File: src/rtl/sd_dac_sequencer.sv
// Round-robin sequencer feeding two signed sample streams into a sigma-delta DAC.
// Each accepted sample is held for OSR clocks; switching channels first mutes din_o.
module sd_dac_sequencer #(
  parameter int WIDTH       = 16,
  parameter int OSR         = 64,
  parameter int MUTE_CYCLES = 8
) (
  input  logic             clk,
  input  logic             rst,
  input  logic             en,
  input  logic             req0_valid,
  input  logic [WIDTH-1:0] req0_data,
  output logic             req0_ready,
  input  logic             req1_valid,
  input  logic [WIDTH-1:0] req1_data,
  output logic             req1_ready,
  output logic [WIDTH-1:0] din_o,
  output logic             chan_o,
  output logic             busy,
  output logic             sample_done,
  output logic [1:0]       state_dbg
);

  localparam int MAXC = (OSR > MUTE_CYCLES) ? OSR : MUTE_CYCLES;
  localparam int CW   = (MAXC > 2) ? $clog2(MAXC) : 1;
  localparam logic [CW-1:0] HOLD_INIT = CW'(OSR - 1);
  localparam logic [CW-1:0] MUTE_INIT = CW'(MUTE_CYCLES - 1);
  localparam logic [CW-1:0] ONE       = CW'(1);

  typedef enum logic [1:0] {
    IDLE = 2'd0,
    MUTE = 2'd1,
    HOLD = 2'd2
  } state_t;

  state_t           state;
  logic [CW-1:0]    cnt;
  logic [WIDTH-1:0] sbuf;
  logic             last;
  logic             grant;
  logic             idle_en;
  logic             xfer;
  logic [WIDTH-1:0] xdata;

  // The channel not served last wins a tie; last resets to 1 so channel 0 leads.
  always_comb begin
    grant = ~last;
    if (req0_valid && !req1_valid)
      grant = 1'b0;
    else if (req1_valid && !req0_valid)
      grant = 1'b1;
  end

  // Handshake: a sample moves on a rising clk edge where reqX_valid and
  // reqX_ready are both high; ready only rises in IDLE with en set, never in reset.
  assign idle_en    = (state == IDLE) && en && !rst;
  assign req0_ready = idle_en && !grant;
  assign req1_ready = idle_en && grant;
  assign xfer       = (req0_ready && req0_valid) || (req1_ready && req1_valid);
  assign xdata      = grant ? req1_data : req0_data;
  assign state_dbg  = state;

  always_ff @(posedge clk or posedge rst) begin
    if (rst) begin
      state       <= IDLE;
      cnt         <= '0;
      sbuf        <= '0;
      last        <= 1'b1;
      din_o       <= '0;
      chan_o      <= 1'b0;
      busy        <= 1'b0;
      sample_done <= 1'b0;
    end else begin
      sample_done <= 1'b0;
      case (state)
        IDLE: begin
          if (xfer) begin
            last <= grant;
            sbuf <= xdata;
            busy <= 1'b1;
            if (grant == chan_o) begin
              state <= HOLD;
              din_o <= xdata;
              cnt   <= HOLD_INIT;
            end else begin
              state  <= MUTE;
              din_o  <= '0;
              chan_o <= grant;
              cnt    <= MUTE_INIT;
            end
          end
        end
        MUTE: begin
          if (cnt == '0) begin
            state <= HOLD;
            din_o <= sbuf;
            cnt   <= HOLD_INIT;
          end else begin
            cnt <= cnt - ONE;
          end
        end
        HOLD: begin
          // Raised one cycle early so the registered pulse lands on the final HOLD cycle.
          if (cnt == ONE)
            sample_done <= 1'b1;
          if (cnt == '0) begin
            state <= IDLE;
            busy  <= 1'b0;
          end else begin
            cnt <= cnt - ONE;
          end
        end
        default: begin
          state <= IDLE;
          busy  <= 1'b0;
        end
      endcase
    end
  end

endmodule

File: config.mk
export PLATFORM = sky130hd
export DESIGN_NAME = sd_dac_sequencer
export DESIGN_NICKNAME = d
export VERILOG_FILES = /design/src/rtl/sd_dac_sequencer.sv
export SDC_FILE = /design/constraint.sdc
export NUM_CORES = 1
export LEC_CHECK = 0
export CAP_MARGIN = 10
export CORE_UTILIZATION = 25
export DETAILED_ROUTE_END_ITERATION = 7
export DONT_BUFFER_PORTS = 1
export PLACE_DENSITY = 0.51
export SYNTH_ARGS = -nofsm -noshare
export SYNTH_HDL_FRONTEND = slang
export SYNTH_SLANG_ARGS = --single-unit
File: constraint.sdc
create_clock -name clk -period 1.7 [get_ports clk]
set_input_delay 0.17 -clock clk [delete_from_list [all_inputs] [get_ports clk]]
set_output_delay 0.17 -clock clk [all_outputs]
set_load 0.005 [all_outputs]
==> results.md <==
* Status: complete, but fails checks
* Failing checks: setup timing
* Ranking of synthesized cells by area: dfrtp_1, a21oi_1, mux2i_1, o21ai_0, or3_1
* Routed len/inst at approximately 16 µm
* CTS tree: yes
* Largest net degree at the start of global routing at 33
* Num CTS Buffers at 5
* Yosys top cell area share at 45.31%
* Mapped Area at 0.002375 mm²
* Critical path data arrival time at 2010 ps
* Max Root-Sink Buffers at 2
* Initial core utilization at 25.70%
* Drt first pass iters at 4
* Slew Viols, Final at 0
* Final nets at 328
* Via count at between 2k and 2.5k
* Die width at 99.47 µm
* Synth unique cells at 39
* Clock Latency Late Sink at 310 ps
* Initial antenna violation count at 0
* Seq/Total Area, Yosys at between 40 and 50%
* Synth Flop Type: dfrtp_1
* Core area at 0.009240 mm²
* Final setup skew at ~9 ps
* Rel. slew slack at 58.95%
* Detailed Route WL at 6773 µm
* Initial DRC Count at 53
* Max VDD drop at 0.7626 mV
* Most common cell in the netlist: dfrtp_1
* Die Ht at 99.47 µm
* Syn_area_per_cell at 9.576 µm²
* Post-DRT Antenna Nets at 0
* Hold Crit Class: in2reg
* Die Area at 0.009893 mm²
* RePlAce Congestion at around 0.80
* Global-route wire length before repair at ~11000 µm
* Hold Fails Final Rpt at 0
* Max-Cap Viols at 0
* IO Port Bufs at 0
* DP HPWL at 4280 µm
* Final Setup Violations at 24
* Root Driver: clkbuf_8
* Row count at 35
* Multi-input logic area at about 0.0014 mm²
* Number of synthesized flops with an enable pin at 0
* CTS sink cnt at 44
* RSZ-0062 raised after global routing: true
* Peak Freq at approximately 0.55 GHz
* Dpl ws at -744.4 ps
* Fin crit period at 1821 ps
* Layout cells sized above 1 at between 30% and 40%
* Critical Path RT at 1890 ps
* Grt ovf at 0
* Post-route worst setup slack at -120.6 ps
* Async set or reset register ratio after synthesis at 100.0%
* Synth area leader: dfrtp_1
* DR vias/cell at 4.843
* Synth cell count leaders: dfrtp_1, a21oi_1, nand2_1
* Fillers at 942
* Worst-margin pin slew at approximately 610 ps
* Leak Pwr at about 1.4 nW
* Gate Count Post-Synth at between 200 and 250
* Area Overhead vs Synth at 36.30%
* CP Launch Type: flip-flop
* Critical Path Fanout Max at 6
* Fin area at 0.003237 mm²
* Yosys reg bits at 44
* Design Power at 6.610 mW
* I/O pin count at 60
* Inserted Diodes at 0
* Placed inst area at 0.002741 mm²
* Worst-path clk slew at 100 ps
* Mapped Nets at 291
* Crit. End Element: flip-flop
* Setup CP Type: reg2reg
* Setup TNS Final at -1551 ps
* Synth warn at 0
* Period Utilization, post-route at 107.1%
* Global Route Usage Sum at approximately 14%
* Register Area at 0.001102 mm²
* Vias in the first global route at 1966
* Pwr per Cell Area at about 2000 mW/mm²
* Post-route DRC at 0
* Htree depth at 2
[power by group]
group	leakage (nW)	internal (mW)	switching (mW)
Clock	0.0400	0.280	0.404
Combinational	0.782	1.86	2.02
Sequential	0.532	1.58	0.475
Total	1.35	3.72	2.89
[metal layers]
metal	vias to the layer above	global-route usage, %	part of all wire [%]
li1	957	-	-
met1	986	18.45	44
met2	56	23.45	48
met3	6	3.443	5.7
met4	0	4.525	1.4
met5	-	0	0
[flip-flops by register name, indices dropped and copies added (netlist names)]
name	cells
sbuf	16
last	1
din_o	16
busy	1
chan_o	1
cnt	6
sample_done	1
state_dbg	2
[path summary, 6_finish.rpt]
kind | from | to | slack (ps) | cells past startpoint
worst max-delay path | cnt[1] | cnt[5] | -120 | 8
worst min-delay path | req0_valid | last | 30 | 3
worst max register to register | cnt[1] | cnt[5] | -120 | 8
worst min register to register | sbuf[14] | sbuf[14] | 490 | 2
max in group asynchronous | rst | sbuf[1] | 820 | 3
min in group asynchronous | rst | state_dbg[0] | 370 | 2
[per-stage QoR]
stage	util (%)	hold WS, ps	instances
after global placement	29.67	125.4	395
after global routing	35.03	65.46	414
final	35.03	31.41	414
after CTS	34.42	34.62	415
after detailed placement	29.67	138.1	395
after floorplan	-	295.8	248
[layout make-up]
type	instances	area share, %
well taps	129	4.986
flip-flops and latches	44	34.06
clock buffers	5	2.126
clock inverters	2	0.3865
multi-input cells	184	44.76
inverters	7	0.8118
repair buffers	43	12.87
[placed cells by master (no fill, tap or decap), types with 2 or more instances in the layout]
| cell | n |
|---|---|
| nand2b_1 | 2 |
| o21ai_1 | 5 |
| o21ai_4 | 2 |
| ha_4 | 2 |
| o221a_1 | 2 |
| clkbuf_8 | 5 |
| dfrtp_1 | 43 |
| buf_6 | 5 |
| or3_1 | 16 |
| inv_1 | 3 |
| buf_12 | 4 |
| o21a_1 | 2 |
| inv_2 | 4 |
| ha_1 | 3 |
| dlygate4sd3_1 | 2 |
| nor2_4 | 14 |
| o21ai_0 | 20 |
| buf_4 | 31 |
| nor2_2 | 4 |
| a22o_1 | 2 |
| nor2_1 | 3 |
| o21ai_2 | 2 |
| a21oi_1 | 22 |
| a21oi_2 | 16 |
| nand2_1 | 22 |
| a211oi_4 | 2 |
| nor3_1 | 4 |
| mux2i_1 | 16 |
[timing repair]
item / CTS / global route
gates cloned: 3 / 0
buffers inserted: 9 / 0
endpoints found under the hold margin: 22 / 0
resized for setup: 62 / 15
hold buffers: 2 / 0
pin swaps: 7 / 8
setup endpoints to repair: 26 / 27
[cell families after synthesis]
family	Yosys count	synth area share, %
flip-flops	44	46.42
adder cells (fa/ha/maj)	7	3.635
multiplexers	17	7.218
buffers and inverters	22	5.638
AO/OA/AOI/OAI	81	20.23
XOR/XNOR	1	1.159
AND/OR/NAND/NOR	76	15.70
[worst max-delay path, stage by stage, from the launching register on]
cell and delay, ps:
dfrtp_1 370, inv_2 60, ha_4 160, or3b_4 250
nor3_4 40, buf_6 130, a211oi_4 330, o21ai_1 140
o221a_1 230
(Power assumes the default switching activity.)
